<file path="src/rtl/weight_preload_sequencer_pkg.sv">
// Shared types and default configuration for the weight preload sequencer and the mesh top.
package weight_preload_sequencer_pkg;

    localparam int unsigned DW_DEF         = 8;
    localparam int unsigned ROWS_DEF       = 8;
    localparam int unsigned COLS_DEF       = 2;
    localparam int unsigned ROW_W_DEF      = 3;
    localparam int unsigned COL_W_DEF      = 1;
    localparam int unsigned RUN_CYCLES_DEF = 12;
    localparam int unsigned CNT_W_DEF      = 4;

    typedef enum logic [1:0] {
        StIdle,
        StLoad,
        StFire,
        StRun
    } state_e;

    // Mesh write address is row-major: row in the upper bits, column in the lower bits.
    function automatic logic [ROW_W_DEF+COL_W_DEF-1:0] pack_addr(
        input logic [ROW_W_DEF-1:0] row,
        input logic [COL_W_DEF-1:0] col
    );
        return {row, col};
    endfunction

endpackage

</file>
<file path="src/rtl/weight_preload_sequencer_if.sv">
// Ready/valid weight byte stream between the host DMA and the preload sequencer.
interface weight_preload_sequencer_if
    import weight_preload_sequencer_pkg::*;
#(
    parameter int unsigned DW = DW_DEF
) ();

    logic          s_valid;
    logic          s_ready;
    logic [DW-1:0] s_data;
    logic          s_last;

    modport master (
        output s_valid,
        output s_data,
        output s_last,
        input  s_ready
    );

    modport slave (
        input  s_valid,
        input  s_data,
        input  s_last,
        output s_ready
    );

endinterface

</file>
<file path="src/rtl/weight_preload_sequencer_rowcol_counter.sv">
// Nested row/column position counter; column is the fast index. Flags the final position.
module weight_preload_sequencer_rowcol_counter #(
    parameter int unsigned ROWS  = 8,
    parameter int unsigned COLS  = 2,
    parameter int unsigned ROW_W = 3,
    parameter int unsigned COL_W = 1
) (
    input  logic             clk,
    input  logic             rst,
    input  logic             clr,
    input  logic             inc,
    output logic [ROW_W-1:0] row,
    output logic [COL_W-1:0] col,
    output logic             last
);

    localparam logic [ROW_W-1:0] RowMax = ROW_W'(ROWS - 1);
    localparam logic [COL_W-1:0] ColMax = COL_W'(COLS - 1);

    // Advance column first, carry into row; wrap at the final position.
    always_ff @(posedge clk or posedge rst) begin
        if (rst) begin
            row <= '0;
            col <= '0;
        end else if (clr) begin
            row <= '0;
            col <= '0;
        end else if (inc) begin
            if (col == ColMax) begin
                col <= '0;
                row <= (row == RowMax) ? '0 : row + 1'b1;
            end else begin
                col <= col + 1'b1;
            end
        end
    end

    // Final position of the mesh.
    always_comb begin
        last = (row == RowMax) && (col == ColMax);
    end

endmodule

</file>
<file path="src/rtl/weight_preload_sequencer.sv">
// Converts a ready/valid weight stream into mesh preload writes, then starts the mesh and
// times its fixed compute window.
module weight_preload_sequencer
    import weight_preload_sequencer_pkg::*;
#(
    parameter int unsigned DW         = DW_DEF,
    parameter int unsigned ROWS       = ROWS_DEF,
    parameter int unsigned COLS       = COLS_DEF,
    parameter int unsigned ROW_W      = ROW_W_DEF,
    parameter int unsigned COL_W      = COL_W_DEF,
    parameter int unsigned RUN_CYCLES = RUN_CYCLES_DEF,
    parameter int unsigned CNT_W      = CNT_W_DEF
) (
    input  logic                   clk,
    input  logic                   rst,
    input  logic                   load_req,
    weight_preload_sequencer_if.slave stream,
    output logic                   preload_valid,
    output logic [ROW_W+COL_W-1:0] preload_addr,
    output logic [DW-1:0]          preload_data,
    output logic                   start,
    output logic                   busy,
    output logic                   done,
    output logic                   err
);

    localparam logic [CNT_W-1:0] RunLast = CNT_W'(RUN_CYCLES - 1);

    state_e           state_q, state_d;
    logic [ROW_W-1:0] row;
    logic [COL_W-1:0] col;
    logic             last_pos;
    logic             s_ready;
    logic             accept;
    logic             load_go;
    logic [CNT_W-1:0] cnt_q;

    assign stream.s_ready = s_ready;
    assign accept         = s_ready & stream.s_valid;

    weight_preload_sequencer_rowcol_counter #(
        .ROWS  (ROWS),
        .COLS  (COLS),
        .ROW_W (ROW_W),
        .COL_W (COL_W)
    ) u_rowcol (
        .clk  (clk),
        .rst  (rst),
        .clr  (load_go),
        .inc  (accept),
        .row  (row),
        .col  (col),
        .last (last_pos)
    );

    // State register.
    always_ff @(posedge clk or posedge rst) begin
        if (rst) begin
            state_q <= StIdle;
        end else begin
            state_q <= state_d;
        end
    end

    // Next-state decode; ready, start, done and busy depend on state only (plus run count).
    always_comb begin
        state_d = state_q;
        s_ready = 1'b0;
        start   = 1'b0;
        done    = 1'b0;
        busy    = 1'b0;
        load_go = 1'b0;
        unique case (state_q)
            StIdle: begin
                if (load_req) begin
                    load_go = 1'b1;
                    state_d = StLoad;
                end
            end
            StLoad: begin
                s_ready = 1'b1;
                busy    = 1'b1;
                if (stream.s_valid && last_pos) begin
                    state_d = StFire;
                end
            end
            StFire: begin
                // Coincides with the final registered write strobe.
                start   = 1'b1;
                busy    = 1'b1;
                state_d = StRun;
            end
            StRun: begin
                if (cnt_q == RunLast) begin
                    done    = 1'b1;
                    state_d = StIdle;
                end else begin
                    busy = 1'b1;
                end
            end
            default: state_d = StIdle;
        endcase
    end

    // Registered write port: one beat per accepted weight, address/data hold when idle.
    always_ff @(posedge clk or posedge rst) begin
        if (rst) begin
            preload_valid <= 1'b0;
            preload_addr  <= '0;
            preload_data  <= '0;
        end else begin
            preload_valid <= accept;
            if (accept) begin
                preload_addr <= {row, col};
                preload_data <= stream.s_data;
            end
        end
    end

    // Sticky framing error: s_last must mark exactly the final position.
    always_ff @(posedge clk or posedge rst) begin
        if (rst) begin
            err <= 1'b0;
        end else if (load_go) begin
            err <= 1'b0;
        end else if (accept && (stream.s_last != last_pos)) begin
            err <= 1'b1;
        end
    end

    // Compute window counter, zeroed while firing.
    always_ff @(posedge clk or posedge rst) begin
        if (rst) begin
            cnt_q <= '0;
        end else if (state_q == StFire) begin
            cnt_q <= '0;
        end else if (state_q == StRun) begin
            cnt_q <= cnt_q + 1'b1;
        end
    end

endmodule

</file>
<file path="src/flat_wrapper.sv">
// flat-port wrapper written by rule: the top's interface ports become plain ports
module weight_preload_sequencer_flat import weight_preload_sequencer_pkg::*;
#(
    parameter int unsigned DW         = DW_DEF,
    parameter int unsigned ROWS       = ROWS_DEF,
    parameter int unsigned COLS       = COLS_DEF,
    parameter int unsigned ROW_W      = ROW_W_DEF,
    parameter int unsigned COL_W      = COL_W_DEF,
    parameter int unsigned RUN_CYCLES = RUN_CYCLES_DEF,
    parameter int unsigned CNT_W      = CNT_W_DEF
)
  (clk, rst, load_req, preload_valid, preload_addr, preload_data, start, busy, done, err, stream_s_valid, stream_s_data, stream_s_last, stream_s_ready);
  weight_preload_sequencer_if #(.DW(DW)) stream_i ();
  input  logic clk;
  input  logic rst;
  input  logic load_req;
  output logic preload_valid;
  output logic [ROW_W+COL_W-1:0] preload_addr;
  output logic [DW-1:0] preload_data;
  output logic start;
  output logic busy;
  output logic done;
  output logic err;
  input wire logic [$bits(stream_i.s_valid)-1:0] stream_s_valid;
  input wire logic [$bits(stream_i.s_data)-1:0] stream_s_data;
  input wire logic [$bits(stream_i.s_last)-1:0] stream_s_last;
  output wire logic [$bits(stream_i.s_ready)-1:0] stream_s_ready;
  assign stream_i.s_valid = stream_s_valid;
  assign stream_i.s_data = stream_s_data;
  assign stream_i.s_last = stream_s_last;
  assign stream_s_ready = stream_i.s_ready;
  weight_preload_sequencer #(.DW(DW), .ROWS(ROWS), .COLS(COLS), .ROW_W(ROW_W), .COL_W(COL_W), .RUN_CYCLES(RUN_CYCLES), .CNT_W(CNT_W)) u_core (.clk(clk), .rst(rst), .load_req(load_req), .stream(stream_i), .preload_valid(preload_valid), .preload_addr(preload_addr), .preload_data(preload_data), .start(start), .busy(busy), .done(done), .err(err));
endmodule
</file>
<file path="config.mk">
export PLATFORM = sky130hd
export DESIGN_NAME = weight_preload_sequencer_flat
export DESIGN_NICKNAME = d
export VERILOG_FILES = /design/src/rtl/weight_preload_sequencer_pkg.sv /design/src/rtl/weight_preload_sequencer_if.sv /design/src/rtl/weight_preload_sequencer_rowcol_counter.sv /design/src/rtl/weight_preload_sequencer.sv /design/src/flat_wrapper.sv
export SDC_FILE = /design/constraint.sdc
export NUM_CORES = 1
export LEC_CHECK = 0
export CAP_MARGIN = 10
export CORE_UTILIZATION = 42
export CTS_CLUSTER_DIAMETER = 120
export DETAILED_ROUTE_END_ITERATION = 6
export PLACE_DENSITY = 0.72
export SLEW_MARGIN = 25
export SYNTH_ARGS = -nofsm -noshare
export SYNTH_HDL_FRONTEND = slang
export SYNTH_SLANG_ARGS = --single-unit
</file>
<file path="constraint.sdc">
create_clock -name clk -period 1.52 [get_ports clk]
set_clock_uncertainty 0.05 [all_clocks]
set_input_delay 0.152 -clock clk [delete_from_list [all_inputs] [get_ports clk]]
set_output_delay 0.152 -clock clk [all_outputs]
set_load 0.01 [all_outputs]
</file>
==> PnR_summary.wiki <==
{| class="wikitable"
! Metric !! Value
|-
| Sequential share of the synthesized area || 0.5375
|-
| I/O pin count || 31
|-
| Post-DP HPWL || 1.564 mm
|-
| Aggregate negative setup slack || -0.04156 ns
|-
| Number of synthesized register bits || 24
|-
| Clk Tree Root Cell || sky130_fd_sc_hd__clkbuf_4
|-
| CORE AREA || 0.002500 mm²
|-
| Clock Latency Late Sink || 0.31 ns
|-
| Run status || finished, violations left
|-
| WL final || 2.145 mm
|-
| Cell taking the most area after synthesis || sky130_fd_sc_hd__dfrtp_1
|-
| Final period utilization || 1.027
|-
| Overall track demand over capacity in global routing || 0.1649
|-
| Most numerous cell types in the synthesized netlist || 24 x sky130_fd_sc_hd__dfrtp_1, 10 x sky130_fd_sc_hd__a21oi_1, 8 x sky130_fd_sc_hd__ha_1
|-
| H-tree levels || 1
|-
| Die width || 53.58 µm
|-
| Sinks on the clock net || 24
|-
| Buffer depth of the longest clock path || 2
|-
| Initial Util || 0.4469
|-
| Critical Path Most Common Cell || sky130_fd_sc_hd__inv_2
|-
| FFs w/ async S/R, synth || 1.000
|-
| Unique masters post-synth || 21
|-
| Post-synth top flop || sky130_fd_sc_hd__dfrtp_1
|-
| Non-Filler Instances || 169
|-
| Transition time at the pin with the least slew margin || 0.3089 ns
|-
| Cell row count || 18
|-
| Setup-violating endpoint count in the final report || 1
|-
| Residual antenna-violating net count after detailed routing || 0
|-
| Routed WL per cell || 12.69 µm
|-
| Final worst slack || -0.04156 ns
|-
| Synthesis Warnings || 0
|-
| CP max-delay cell || sky130_fd_sc_hd__dfrtp_1
|-
| Number of global-route vias before repair || 807
|-
| Utilization after layout || 0.6647
|-
| Maxcap violations || 0
|-
| DR DRC count || 0
|-
| Final Wtd Congestion || 0.7903
|-
| Share of layout cells above drive strength 1 || 0.3597
|-
| Setup crit end kind || primary output
|-
| CTS tree || yes
|-
| Die Footprint || 0.002870 mm²
|-
| Required time reported for the critical path endpoint || 1.32 ns
|-
| Overflow left after global routing || 0
|-
| Met2 routed wirelength || 1.094 mm
|-
| Timing-limited maximum frequency || 0.6404 GHz
|-
| Gate family responsible for the most delay along the worst path || flip-flops
|-
| Setup slack of the most critical reg-to-reg path || 0.04 ns
|-
| Met3 WL || 93 µm
|-
| IO Port Bufs || 30
|-
| Number of buffers inserted by hold repair at cts || 0
|-
| Initial antenna violation count || 0
|-
| Maximum VDD drop || 0.001350 V
|-
| Min cycle time layout || 1.562 ns
|-
| Layout overhead on the synthesized area || 48.71%
|-
| Final slew viol count || 0
|-
| Area fraction of the dominant cell type after synthesis || 0.5375
|-
| Number of detailed-route iterations in the first pass || 4
|-
| Number of cells produced by synthesis || 88
|-
| Synth top area cells || sky130_fd_sc_hd__dfrtp_1 54%, sky130_fd_sc_hd__mux2_4 9.4%, sky130_fd_sc_hd__ha_1 9.0%
|-
| Maximum number of pins on one net before global-route repair || 25
|-
| Leading cell type by number of instances after synthesis || sky130_fd_sc_hd__dfrtp_1
|-
| Setup repair after global routing missed its margin || true
|-
| First-pass GRT wire length || 3.381 mm
|-
| CP Launch Type || flip-flop
|-
| Post-DR vias/cell || 4.846
|-
| Via count || 819
|-
| Number of clock buffers inserted by TritonCTS || 3
|-
| Max-slew headroom at the worst pin || 0.7941
|-
| Highest metal used || met4
|-
| Met1 layer wirelength in the final routing || 922 µm
|-
| Count of flip-flops with a built-in enable after synthesis || 0
|-
| Leakage component of the power || 0.8037 nW
|-
| Worst path max stage delay || 0.41 ns
|-
| Post-synthesis net count || 109
|-
| Critical path cell sequence || inv_2, ha_4, inv_2, a21oi_2, buf_2
|-
| Critical setup path kind || flip-flop to primary output
|-
| Number of antenna cells inserted || 0
|-
| Buf+Inv Stages, Crit Path || 3
|-
| Placed cell count || 161
|-
| Maximum fanout encountered on the critical timing path || 4
|-
| Drt initial violations || 3
|-
| Clock-pin slew on the worst setup and hold paths || 0.12 ns
|-
| Post-synthesis area per instance || 12.70 µm²
|-
| Worst hold-check path type || input port to asynchronous set/reset pin
|-
| Signal arrival time at the worst endpoint || 1.36 ns
|-
| Floorplan die height || 53.58 µm
|-
| Failing checks || setup timing
|-
| Post-synthesis instance area || 0.001117 mm²
|-
| Final layout net count || 161
|-
| Cell Pwr Density || 1860 mW/mm²
|-
| Endpoints failing hold || 0
|}
[stage by stage]
step           hold WS (ns)  setup WS (ns)  instance area, µm²  power (mW)
2_1_floorplan        0.1166        0.01015                1117       1.842
3_3_place_gp         0.4172       -0.08018                1562       2.616
3_5_place_dp         0.4173        -0.1086                1562       2.662
4_1_cts              0.1113       -0.07338                1625       3.046
5_1_grt              0.1461        -0.1181                1662       3.346
6_report             0.1156       -0.04156                1662       3.090
[registers in the layout, summed over array words and instances, names as in the netlist]
register	cells
u_core.u_rowcol.row	3
u_core.state_q	2
u_core.cnt_q	4
u_core.preload_data	8
u_core.err	1
u_core.u_rowcol.col	1
u_core.preload_addr	4
u_core.preload_valid	1
[what timing repair did]
item,CTS,global route
endpoints found under the setup margin,15,6
buffers inserted,1,3
gates resized for setup,22,8
cloned,0,0
pin swaps,1,3
[layout make-up]
class	count	area (µm²)
clock buffer	4	36.28
fill	186	838.3
inverter	5	18.77
multi-input combinational	58	540.5
sequential	24	600.6
tap	30	37.54
timing repair buffer	48	427.9
[routing by layer]
metal | vias to the layer above | track usage
met5 | - | 0
met4 | 0 | 0.07895
met3 | 4 | 0.01977
met2 | 24 | 0.2938
met1 | 390 | 0.1953
li1 | 401 | -
[cell usage in the layout, fill, tap and decap left out, drive strengths merged, types with 5 or more instances in the layout]
cell type      count
clkdlybuf4s50     26
dfrtp             24
buf               21
mux2              11
a21oi             10
ha                 8
nand2              7
nor2               5
inv                5
clkbuf             5
[kinds of logic after synthesis]
| kind of cell | after synthesis | share of synthesized area |
|---|---|---|
| simple gates | 20 | 0.09183 |
| compound gates | 10 | 0.04479 |
| mux | 15 | 0.1702 |
| xor+xnor | 5 | 0.03920 |
| fa+ha+maj | 8 | 0.08959 |
| flops | 24 | 0.5375 |
| buf+inv | 6 | 0.02687 |
[path summary, 6_finish.rpt]
kind                                   startpoint  depth (start not counted)                endpoint
hold / removal                                rst                          3  u_core.preload_data[1]
setup reg to reg                u_core.state_q[0]                          5  u_core.preload_data[5]
hold reg to reg            u_core.preload_addr[0]                          2  u_core.preload_addr[0]
setup / recovery                u_core.state_q[1]                          5                    busy
min in group clk                 stream_s_data[6]                          2  u_core.preload_data[6]
max in group asynchronous                     rst                          3         u_core.cnt_q[1]
[worst reg2reg max path, cell delays in order, from the launching register on]
cell	delay, ns
sky130_fd_sc_hd__dfrtp_1	0.43
sky130_fd_sc_hd__buf_4	0.15
sky130_fd_sc_hd__ha_4	0.17
sky130_fd_sc_hd__nand2_2	0.08
sky130_fd_sc_hd__buf_12	0.16
sky130_fd_sc_hd__mux2_1	0.34
[where the power goes]
group | internal (mW) | leakage [nW] | switching (mW) | total (mW)
Combinational | 1.01 | 0.476 | 0.705 | 1.72
Sequential | 0.894 | 0.307 | 0.154 | 1.05
Clock | 0.146 | 0.0210 | 0.179 | 0.326
Total | 2.05 | 0.804 | 1.04 | 3.09
(Power assumes the default switching activity.)
